<file path="src/rtl/rv32i_writeback_if.sv">
// Execute-to-writeback retire bundle.
// Valid/ready handshake plus the fields a retiring instruction carries.
interface rv32i_writeback_if;
  logic        ex_valid;
  logic        ex_ready;
  logic [4:0]  ex_rd;
  logic [31:0] ex_result;
  logic        ex_is_load;
  logic [2:0]  ex_funct3;
  logic [1:0]  ex_addr_lo;

  modport master (
    output ex_valid,
    output ex_rd,
    output ex_result,
    output ex_is_load,
    output ex_funct3,
    output ex_addr_lo,
    input  ex_ready
  );

  modport slave (
    input  ex_valid,
    input  ex_rd,
    input  ex_result,
    input  ex_is_load,
    input  ex_funct3,
    input  ex_addr_lo,
    output ex_ready
  );
endinterface

</file>
<file path="src/rtl/rv32i_writeback.sv">
// RV32I writeback stage: retires ALU results and loads into the regfile
// write port, tracks pending destinations for decode hazard stalls.
module rv32i_writeback #(
  parameter int unsigned TIMEOUT_CYCLES = 255
) (
  input  logic        clk,
  input  logic        rst_n,
  rv32i_writeback_if.slave ex,
  input  logic        mem_rsp_valid,
  input  logic [31:0] mem_rsp_data,
  output logic [4:0]  rd_addr,
  output logic [31:0] rd_data,
  output logic        rd_we,
  output logic [31:0] busy_mask,
  output logic        load_fault
);

  localparam int CW = $clog2(TIMEOUT_CYCLES + 1);
  localparam logic [CW-1:0] TO_LAST = CW'(TIMEOUT_CYCLES - 1);

  typedef enum logic {
    IDLE,
    WAIT_MEM
  } state_e;

  state_e      state_q, state_d;
  logic [CW-1:0] cnt_q, cnt_d;
  logic [4:0]  ld_rd_q, ld_rd_d;
  logic [2:0]  ld_f3_q, ld_f3_d;
  logic [1:0]  ld_lo_q, ld_lo_d;
  logic [4:0]  rd_addr_q, rd_addr_d;
  logic [31:0] rd_data_q, rd_data_d;
  logic        rd_we_q, rd_we_d;
  logic        fault_q, fault_d;
  logic [31:0] busy_q, busy_d;

  logic        accept;
  logic [31:0] set_m, clr_m;
  logic [31:0] shifted;
  logic [7:0]  bv;
  logic [15:0] hv;
  logic [31:0] ld_val;

  assign ex.ex_ready = (state_q == IDLE);
  assign accept = ex.ex_valid && ex.ex_ready;

  assign shifted = mem_rsp_data >> {ld_lo_q, 3'b000};
  assign bv = shifted[7:0];
  assign hv = ld_lo_q[1] ? mem_rsp_data[31:16] : mem_rsp_data[15:0];

  always_comb begin
    ld_val = mem_rsp_data;
    unique case (ld_f3_q)
      3'b000:  ld_val = {{24{bv[7]}}, bv};
      3'b001:  ld_val = {{16{hv[15]}}, hv};
      3'b100:  ld_val = {24'd0, bv};
      3'b101:  ld_val = {16'd0, hv};
      default: ld_val = mem_rsp_data;
    endcase
  end

  always_comb begin
    state_d   = state_q;
    cnt_d     = cnt_q;
    ld_rd_d   = ld_rd_q;
    ld_f3_d   = ld_f3_q;
    ld_lo_d   = ld_lo_q;
    rd_addr_d = rd_addr_q;
    rd_data_d = rd_data_q;
    rd_we_d   = 1'b0;
    fault_d   = 1'b0;
    set_m     = '0;
    clr_m     = '0;

    if (rd_we_q) clr_m[rd_addr_q] = 1'b1;

    unique case (state_q)
      IDLE: begin
        if (accept) begin
          if (ex.ex_rd != 5'd0) set_m[ex.ex_rd] = 1'b1;
          if (ex.ex_is_load) begin
            ld_rd_d = ex.ex_rd;
            ld_f3_d = ex.ex_funct3;
            ld_lo_d = ex.ex_addr_lo;
            cnt_d   = '0;
            state_d = WAIT_MEM;
          end else begin
            rd_addr_d = ex.ex_rd;
            rd_data_d = ex.ex_result;
            rd_we_d   = (ex.ex_rd != 5'd0);
          end
        end
      end
      WAIT_MEM: begin
        // A response on the threshold cycle takes priority over the timeout.
        if (mem_rsp_valid) begin
          rd_addr_d = ld_rd_q;
          rd_data_d = ld_val;
          rd_we_d   = (ld_rd_q != 5'd0);
          state_d   = IDLE;
        end else if (cnt_q == TO_LAST) begin
          fault_d = 1'b1;
          clr_m[ld_rd_q] = 1'b1;
          state_d = IDLE;
        end else begin
          cnt_d = cnt_q + 1'b1;
        end
      end
      default: state_d = IDLE;
    endcase

    busy_d    = (busy_q & ~clr_m) | set_m;
    busy_d[0] = 1'b0;
  end

  always_ff @(posedge clk or negedge rst_n) begin
    if (!rst_n) begin
      state_q   <= IDLE;
      cnt_q     <= '0;
      ld_rd_q   <= '0;
      ld_f3_q   <= '0;
      ld_lo_q   <= '0;
      rd_addr_q <= '0;
      rd_data_q <= '0;
      rd_we_q   <= 1'b0;
      fault_q   <= 1'b0;
      busy_q    <= '0;
    end else begin
      state_q   <= state_d;
      cnt_q     <= cnt_d;
      ld_rd_q   <= ld_rd_d;
      ld_f3_q   <= ld_f3_d;
      ld_lo_q   <= ld_lo_d;
      rd_addr_q <= rd_addr_d;
      rd_data_q <= rd_data_d;
      rd_we_q   <= rd_we_d;
      fault_q   <= fault_d;
      busy_q    <= busy_d;
    end
  end

  assign rd_addr    = rd_addr_q;
  assign rd_data    = rd_data_q;
  assign rd_we      = rd_we_q;
  assign load_fault = fault_q;
  assign busy_mask  = busy_q;

endmodule

</file>
<file path="src/flat_wrapper.sv">
// flat-port wrapper written by rule: the top's interface ports become plain ports
module rv32i_writeback_flat 
#(
  parameter int unsigned TIMEOUT_CYCLES = 255
)
  (clk, rst_n, mem_rsp_valid, mem_rsp_data, rd_addr, rd_data, rd_we, busy_mask, load_fault, ex_ex_valid, ex_ex_rd, ex_ex_result, ex_ex_is_load, ex_ex_funct3, ex_ex_addr_lo, ex_ex_ready);
  rv32i_writeback_if ex_i ();
  input  logic clk;
  input  logic rst_n;
  input  logic mem_rsp_valid;
  input  logic [31:0] mem_rsp_data;
  output logic [4:0] rd_addr;
  output logic [31:0] rd_data;
  output logic rd_we;
  output logic [31:0] busy_mask;
  output logic load_fault;
  input wire logic [$bits(ex_i.ex_valid)-1:0] ex_ex_valid;
  input wire logic [$bits(ex_i.ex_rd)-1:0] ex_ex_rd;
  input wire logic [$bits(ex_i.ex_result)-1:0] ex_ex_result;
  input wire logic [$bits(ex_i.ex_is_load)-1:0] ex_ex_is_load;
  input wire logic [$bits(ex_i.ex_funct3)-1:0] ex_ex_funct3;
  input wire logic [$bits(ex_i.ex_addr_lo)-1:0] ex_ex_addr_lo;
  output wire logic [$bits(ex_i.ex_ready)-1:0] ex_ex_ready;
  assign ex_i.ex_valid = ex_ex_valid;
  assign ex_i.ex_rd = ex_ex_rd;
  assign ex_i.ex_result = ex_ex_result;
  assign ex_i.ex_is_load = ex_ex_is_load;
  assign ex_i.ex_funct3 = ex_ex_funct3;
  assign ex_i.ex_addr_lo = ex_ex_addr_lo;
  assign ex_ex_ready = ex_i.ex_ready;
  rv32i_writeback #(.TIMEOUT_CYCLES(TIMEOUT_CYCLES)) u_core (.clk(clk), .rst_n(rst_n), .ex(ex_i), .mem_rsp_valid(mem_rsp_valid), .mem_rsp_data(mem_rsp_data), .rd_addr(rd_addr), .rd_data(rd_data), .rd_we(rd_we), .busy_mask(busy_mask), .load_fault(load_fault));
endmodule
</file>
<file path="config.mk">
export PLATFORM = sky130hd
export DESIGN_NAME = rv32i_writeback_flat
export DESIGN_NICKNAME = d
export VERILOG_FILES = /design/src/rtl/rv32i_writeback_if.sv /design/src/rtl/rv32i_writeback.sv /design/src/flat_wrapper.sv
export SDC_FILE = /design/constraint.sdc
export NUM_CORES = 1
export LEC_CHECK = 0
export ABC_AREA = 1
export BUFFER_PORTS_ARGS = -buffer_cell sky130_fd_sc_hd__buf_2
export CAP_MARGIN = 0
export CORE_UTILIZATION = 52
export DETAILED_ROUTE_END_ITERATION = 8
export PLACE_DENSITY = 0.86
export SYNTH_ARGS = -nofsm -noshare
export SYNTH_HDL_FRONTEND = slang
export SYNTH_SLANG_ARGS = --single-unit
export TNS_END_PERCENT = 20
</file>
<file path="constraint.sdc">
create_clock -name clk -period 3.7 [get_ports clk]
set_input_delay 0.74 -clock clk [delete_from_list [all_inputs] [get_ports clk]]
set_output_delay 0.74 -clock clk [all_outputs]
set_load 0.01 [all_outputs]
</file>
==> results_tabular.tex, run 1 <==
\begin{tabular}{lr}
\hline
Metric & Value \\
\hline
\multicolumn{2}{l}{\textbf{Power and ir drop}} \\
Sw power & approximately 1.4 mW \\
Clock share of power & between 10\% and 20\% \\
Combinational Power Share & a little over a third \\
Peak supply drop & 278 µV \\
Switching part of the total power & between 40\% and 50\% \\
Sequential share of power & $\sim$44\% \\
Static power due to leakage & 3.02 nW \\
Internal power of the cells & $\sim$2 mW \\
Power after layout & 3.39 mW \\
Power per cell area & 539 nW/µm² \\
\multicolumn{2}{l}{\textbf{Yosys}} \\
Post-Syn Nets & 854 \\
Post-Syn Instances & 773 \\
Share of synthesized cell area in and, or, nand and nor gates & 37.4\% \\
Largest family of logic cells by synthesized area & simple AND/OR/NAND/NOR gates \\
Top area cells in the synthesized netlist & sky130\_fd\_sc\_hd\_\_dfrtp\_1, sky130\_fd\_sc\_hd\_\_nand2\_1, sky130\_fd\_sc\_hd\_\_nand3\_1 \\
Most frequent cells after synthesis & sky130\_fd\_sc\_hd\_\_nand2\_1, sky130\_fd\_sc\_hd\_\_nor2\_1, sky130\_fd\_sc\_hd\_\_dfrtp\_1, sky130\_fd\_sc\_hd\_\_nand3\_1, sky130\_fd\_sc\_hd\_\_o21ai\_0 \\
Most area-hungry cell type in the Yosys netlist & sky130\_fd\_sc\_hd\_\_dfrtp\_1 \\
Predominant post-synthesis flop cell & sky130\_fd\_sc\_hd\_\_dfrtp\_1 \\
Syn Std Cell Area & around 5300 µm² \\
Fraction of synthesis flops using an asynchronous set or reset pin & 100\% \\
Number of enable-type register cells in the synthesized netlist & 0 \\
Area fraction in compound gates after synthesis & around an eighth \\
Area share of the leading cell type in the synthesized netlist & 41.8\% \\
Yosys cell types & 31 \\
Count leader, synth & sky130\_fd\_sc\_hd\_\_nand2\_1 \\
Syn\_area\_per\_cell & 6.89 µm² \\
Flip-flop and latch count after synthesis & 89 \\
Parity-gate share of the synthesized area counting xor and xnor cells & less than 1\% \\
Multiplexer fraction of the synthesized cell area & less than 1\% \\
Synthesis Warnings & 0 \\
Adder and majority gate portion of the synthesized area & 0.470\% \\
Proportion of synthesized chip area in sequential cells & 41.8\% \\
\multicolumn{2}{l}{\textbf{STA}} \\
Worst-case clock skew & 0.0108 ns \\
Hold Slack & 0.370 ns \\
Finish-stage setup viols & 0 \\
RSZ-0062 raised after global routing & no \\
Clock period minus worst slack & 2.67 ns \\
Worst Tran Pin Value & approximately 1.1 ns \\
Relative slew slack & 28.5\% \\
Final max-slew violation count & 0 \\
Setup total negative slack & 0 ns \\
Worst setup slack after layout & a little over 1 ns \\
Maximum operating frequency & approximately 370 MHz \\
Final Hold Fails & 0 \\
Share of the clock period used by the worst path & 72.1\% \\
\multicolumn{2}{l}{\textbf{Clock network}} \\
Library cell used as clock root buffer & sky130\_fd\_sc\_hd\_\_clkbuf\_8 \\
Post-cts hold buffer count & 0 \\
CTS max path bufs & 2 \\
Number of H-tree branching levels & 3 \\
Clock latency of the later-clocked register in the worst-skew pair & 0.37 ns \\
TritonCTS Buffers & 9 \\
Clock tree from TritonCTS & built \\
Clk sinks & 89 \\
PostCTS Resize Cnt & 0 \\
Post CTS Setup Buffer Count & 0 \\
Clk slew on worst S/H paths & 0.10 ns \\
\multicolumn{2}{l}{\textbf{Critical path}} \\
Cell class contributing the biggest share of worst-path delay & flip-flops \\
Path type of the worst setup path & register to output port \\
Worst-path fanout max & 32 \\
Origin of the critical flop-to-flop path & u\_core.state\_q\$\_DFF\_PN0\_ \\
Critical Path Start Type & register \\
Critical-path top delay cell & sky130\_fd\_sc\_hd\_\_dfrtp\_1 \\
Crit-path cells & inv\_2 -> buf\_4 -> buf\_2 \\
Reg-to-reg endpoint & u\_core.rd\_data[11]\$\_DFFE\_PN0P\_ \\
Crit path largest cell delay & $\sim$0.84 ns \\
Worst path arrival time & 1.93 ns \\
Capturing element type of the critical path & output port \\
Origin of the worst setup path & u\_core.state\_q\$\_DFF\_PN0\_ \\
Reg2Reg Setup Slack & 1.40 ns \\
WP buf/inv & 3 \\
Worst path required time & 2.96 ns \\
FF-to-FF path depth & 7 \\
\multicolumn{2}{l}{\textbf{Detailed routing}} \\
1st-iter DRT viols & 574 \\
Final WL & 15300 µm \\
Via count & around 5700 \\
Antenna Nets Post-Route & 0 \\
DRC violations left & 0 \\
DRT Pass-1 Iters & 5 \\
Vias per inst & approximately 5.4 \\
Avg WL per Cell & 14.7 µm \\
\multicolumn{2}{l}{\textbf{Floorplan}} \\
Total die area & 10600 µm² \\
Initial core utilization & 54.0\% \\
Number of rows created at floorplan & 36 \\
Num ports & 151 \\
Die outline width & 103 µm \\
Core region area & 9860 µm² \\
Die height & 103 µm \\
\multicolumn{2}{l}{\textbf{Placement}} \\
Post-DP HPWL & 11100 µm \\
Total instance count after detailed placement & 1028 \\
Worst setup timing slack at the placement stage & about 1.3 ns \\
Routability congestion estimate & 0.978 \\
Cell area after placement & 6090 µm² \\
Count of buffers from port buffering & 149 \\
\multicolumn{2}{l}{\textbf{Global route}} \\
First-pass GRT wire length & 24700 µm \\
Maximum number of pins on one net before global-route repair & 57 \\
Antenna violations before repair & 0 \\
Remaining global-route overflow & 0 \\
Overall global routing resource usage & 30.2\% \\
Number of global-route vias before repair & 5140 \\
\multicolumn{2}{l}{\textbf{Final layout}} \\
Number of antenna cells inserted & 0 \\
Total non-filler cell area in the finished layout & about 6300 µm² \\
Layout Cells excl Fill & approximately 1000 \\
Final core utilization & 63.7\% \\
Synthesis-to-layout area growth & 18.0\% \\
\# nets final & between 900 and 1000 \\
Fraction of final layout cells with drive strength greater than 1 & 22.7\% \\
\multicolumn{2}{l}{\textbf{Worst hold path}} \\
Class of the most critical hold timing path & input pin to asynchronous set/reset pin \\
\multicolumn{2}{l}{\textbf{Job}} \\
Max cap viols & 0 \\
\multicolumn{2}{l}{\textbf{Run status}} \\
Result of the run & completed \\
\hline
\end{tabular}
## kinds of logic (layout without fill, tap and decap cells)
kind of cell | after synthesis | in the layout
compound gates | 134 | 134
xor+xnor | 1 | 1
fa+ha+maj | 2 | 2
buf+inv | 78 | 216
flops | 89 | 89
mux | 1 | 1
other cells | 1 | 1
simple gates | 467 | 467
## layer usage
layer / vias to the layer above / share of wire [%] / wire (µm) / global-route usage (%)
li1: 2771 / - / - / -
met1: 2584 / 43 / 6560 / 41.9
met2: 295 / 45 / 6890 / 45.8
met3: 38 / 8.9 / 1370 / 5.31
met4: 0 / 3.2 / 486 / 14.5
met5: - / 0 / 0 / 0
## final cells by class
type | instances | area, µm²
Fill cell | 907 | 3580
Multi-Input combinational cell | 606 | 2730
Sequential cell | 89 | 2230
Timing Repair Buffer | 156 | 801
Tap cell | 133 | 166
Inverter | 44 | 165
Clock buffer | 9 | 124
Clock inverter | 7 | 68.8
## worst max path at each step
stage                                           endpoint  depth (start not counted)
final                                        ex_ex_ready                          3
after global routing                         ex_ex_ready                          3
after CTS                                    ex_ex_ready                          3
after detailed placement   u_core.rd_data[9]$_DFFE_PN0P_                          9
after floorplan                              ex_ex_ready                          4
after global placement    u_core.rd_data[25]$_DFFE_PN0P_                          9
## worst register-to-register path, delay by kind of cell (launching register included)
kind | cells | cell delay, ns
buffers and inverters | 1 | 0.74
and+or+nand+nor | 6 | 0.62
DFF | 1 | 0.84
## cells in the final DEF, fill, tap and decap left out, drive strengths merged
cell type  count
a21boi         1
conb           1
a21oi         45
o21ai         82
nor2         112
nor3          20
o211ai         3
nand4          4
dfrtp         89
buf          156
nand3         77
clkbuf         9
clkinv         2
mux2           1
or2            8
a21o           1
o21bai         1
ha             2
inv           49
o21a           1
xor2           1
nand3b         1
nand2        245
## power groups by stage
stage | Clock, mW | Combinational (mW) | Sequential [mW]
finish | 0.671 | 1.24 | 1.48
global route | 0.722 | 1.41 | 1.52
CTS | 0.683 | 1.23 | 1.47
detailed placement | 0 | 1.23 | 1.49
global placement | 0 | 1.20 | 1.48
floorplan | 0 | 0.654 | 1.56
## registers in the layout (all words and copies together) (netlist names)
signal / flops
u_core.state_q: 1
u_core.rd_we: 1
u_core.cnt_q: 8
u_core.ld_f3_q: 3
u_core.busy_mask: 31
u_core.ld_rd_q: 5
u_core.rd_data: 32
u_core.ld_lo_q: 2
u_core.load_fault: 1
u_core.rd_addr: 5
Note: power is estimated with default switching activity, not from simulation.
==> inputs of run 2 (changes only) <==
Settings changed: CORE_UTILIZATION 52 to 48, PLACE_DENSITY 0.86 to 0.83.
Clock period 3.7 ns to 2.25 ns, I/O delays scaled along.
==> run 2 against run 1 <==
Sequential power increased by 63%. Register-to-register slack got worse by 0.88 ns. Clock-buffer cell count increased by 1. Wire length grew 1.8%. Critical path depth stayed put. Clock power is 73% higher. Setup slack worse by 0.84 ns. Sequential share of layout area decreased by 0.49 points. Combinational power up 68%. Critical path type unchanged.
==> results_tabular.tex, run 2 (synthesis results as in run 1) <==
\begin{tabular}{lr}
\hline
Metric & Value \\
\hline
\multicolumn{2}{l}{\textbf{Final layout}} \\
Final core utilization & 58.7\% \\
Most frequent standard cell in the layout excluding fill and tap cells & sky130\_fd\_sc\_hd\_\_nand2\_1 \\
Synthesis-to-layout area growth & 19.7\% \\
Leading cell types in the layout, fill and taps excluded & sky130\_fd\_sc\_hd\_\_nand2\_1, sky130\_fd\_sc\_hd\_\_buf\_2, sky130\_fd\_sc\_hd\_\_nor2\_1 \\
Number of flip-flops under the largest register name & 32 \\
\# nets final & $\sim$990 \\
Number of antenna cells inserted & 0 \\
Fraction of final layout cells with drive strength greater than 1 & 23.1\% \\
Fill cell count & 1033 \\
\multicolumn{2}{l}{\textbf{Critical path}} \\
Capturing element type of the critical path & output port \\
Origin of the worst setup path & u\_core.state\_q\$\_DFF\_PN0\_ \\
Worst-path fanout max & 35 \\
Critical Path Start Type & register \\
Worst path required time & around 1.8 ns \\
Endpoint of the worst setup timing path & ex\_ex\_ready \\
Reg-to-reg endpoint & u\_core.rd\_data[25]\$\_DFFE\_PN0P\_ \\
Path type of the worst setup path & register to output port \\
FF-to-FF path depth & 7 \\
Origin of the critical flop-to-flop path & u\_core.ld\_lo\_q[0]\$\_DFFE\_PN0P\_ \\
Reg2Reg Setup Slack & 0.52 ns \\
Worst path arrival time & approximately 1.6 ns \\
\multicolumn{2}{l}{\textbf{STA}} \\
RSZ-0062 raised after global routing & no \\
Relative slew slack & 55.9\% \\
Final max-slew violation count & 0 \\
Share of the clock period used by the worst path & 91.5\% \\
Worst-case clock skew & 0.0180 ns \\
Final Hold Fails & 0 \\
Clock period minus worst slack & 2.06 ns \\
Worst Tran Pin Value & around 0.66 ns \\
Finish-stage setup viols & 0 \\
Setup total negative slack & 0 ns \\
Maximum operating frequency & 486 MHz \\
\multicolumn{2}{l}{\textbf{Clock network}} \\
Post CTS Setup Buffer Count & 0 \\
Clock latency of the later-clocked register in the worst-skew pair & 0.37 ns \\
Clock tree from TritonCTS & built \\
Clk sinks & 89 \\
CTS max path bufs & 2 \\
Library cell used as clock root buffer & sky130\_fd\_sc\_hd\_\_clkbuf\_8 \\
TritonCTS Buffers & 9 \\
Number of H-tree branching levels & 3 \\
PostCTS Resize Cnt & 0 \\
Post-cts hold buffer count & 0 \\
Clk slew on worst S/H paths & 0.10 ns \\
\multicolumn{2}{l}{\textbf{Power and ir drop}} \\
Combinational Power Share & 36.8\% \\
Sequential share of power & between 40 and 50\% \\
Power after layout & 5.65 mW \\
Power per cell area & a little under 900 nW/µm² \\
Sw power & around 2.3 mW \\
Clock share of power & 20.5\% \\
Static power due to leakage & just over 3 nW \\
Internal power of the cells & between 3 and 4 mW \\
Switching part of the total power & 40.0\% \\
Peak supply drop & $\sim$330 µV \\
\multicolumn{2}{l}{\textbf{Worst hold path}} \\
Class of the most critical hold timing path & input pin to asynchronous set/reset pin \\
\multicolumn{2}{l}{\textbf{Job}} \\
Max cap viols & 0 \\
\multicolumn{2}{l}{\textbf{Floorplan}} \\
Die outline width & 107 µm \\
Core region area & 10800 µm² \\
Num ports & 151 \\
Die height & 107 µm \\
Initial core utilization & 49.1\% \\
Total die area & between 10000 and 15000 µm² \\
Number of rows created at floorplan & 38 \\
\multicolumn{2}{l}{\textbf{Detailed routing}} \\
Via count & around 5600 \\
Avg WL per Cell & roughly 15 µm \\
DRT Pass-1 Iters & 6 \\
Vias per inst & 5.32 \\
Antenna Nets Post-Route & 0 \\
1st-iter DRT viols & 479 \\
DRC violations left & 0 \\
Final WL & 15600 µm \\
\multicolumn{2}{l}{\textbf{Global route}} \\
First-pass GRT wire length & 25000 µm \\
Number of global-route vias before repair & 5176 \\
Overall global routing resource usage & 27.7\% \\
Maximum number of pins on one net before global-route repair & 90 \\
Antenna violations before repair & 0 \\
Remaining global-route overflow & 0 \\
\multicolumn{2}{l}{\textbf{Placement}} \\
Routability congestion estimate & 0.944 \\
Count of buffers from port buffering & 149 \\
Post-DP HPWL & roughly 11000 µm \\
\multicolumn{2}{l}{\textbf{Run status}} \\
Result of the run & completed \\
\hline
\end{tabular}
-- run 2: layout make-up --
| cell class | instances | area, µm² | area share (%) |
|---|---|---|---|
| Inverter | 44 | 165 | 2.59 |
| Multi-Input combinational cell | 606 | 2730 | 42.8 |
| Tap cell | 140 | 175 | 2.75 |
| Clock inverter | 6 | 75.1 | 1.18 |
| Timing Repair Buffer | 162 | 871 | 13.7 |
| Sequential cell | 89 | 2230 | 35.0 |
| Clock buffer | 10 | 128 | 2.00 |
-- run 2: power by group through the flow --
stage	combinational (mW)	clock (mW)	sequential, mW
final	2.08	1.16	2.41
after global placement	2.04	0	2.43
after CTS	2.08	1.17	2.41
after floorplan	1.08	0	2.56
after detailed placement	2.06	0	2.44
after global routing	2.34	1.24	2.48
-- run 2: how the worst min path moves through the flow --
stage | slack (ns) | depth (start not counted) | endpoint
detailed placement | 0.46 | 2 | u_core.rd_data[9]$_DFFE_PN0P_
global placement | 0.46 | 2 | u_core.rd_data[9]$_DFFE_PN0P_
global route | 0.15 | 2 | u_core.busy_mask[10]$_DFF_PN0_
finish | 0.12 | 2 | u_core.busy_mask[10]$_DFF_PN0_
CTS | 0.14 | 2 | u_core.busy_mask[22]$_DFF_PN0_
floorplan | 0.15 | 0 | u_core.busy_mask[10]$_DFF_PN0_
-- run 2: layer usage --
metal	global-route usage (%)	wire length, µm	vias up
met5	0	0	-
met4	11.6	462	0
met3	4.96	1160	44
met2	42.1	7090	241
met1	39.0	6870	2545
li1	-	-	2788
-- run 2: per-stage QoR --
step | setup WS [ns] | hold slack, ns | area [µm²] | instances
after floorplan | 0.852 | 0.154 | 5320 | 773
after detailed placement | 0.517 | 0.459 | 6170 | 1041
after global routing | 0.0981 | 0.145 | 6370 | 1057
after CTS | 0.190 | 0.139 | 6370 | 1057
after global placement | 0.560 | 0.460 | 6170 | 1041
final | 0.191 | 0.121 | 6370 | 1057
-- run 2: worst max-delay path: stages, from the launching register on --
cell and delay [ns]:
sky130_fd_sc_hd__dfrtp_1 0.52, sky130_fd_sc_hd__inv_2 0.16, sky130_fd_sc_hd__buf_4 0.34, sky130_fd_sc_hd__buf_2 0.20
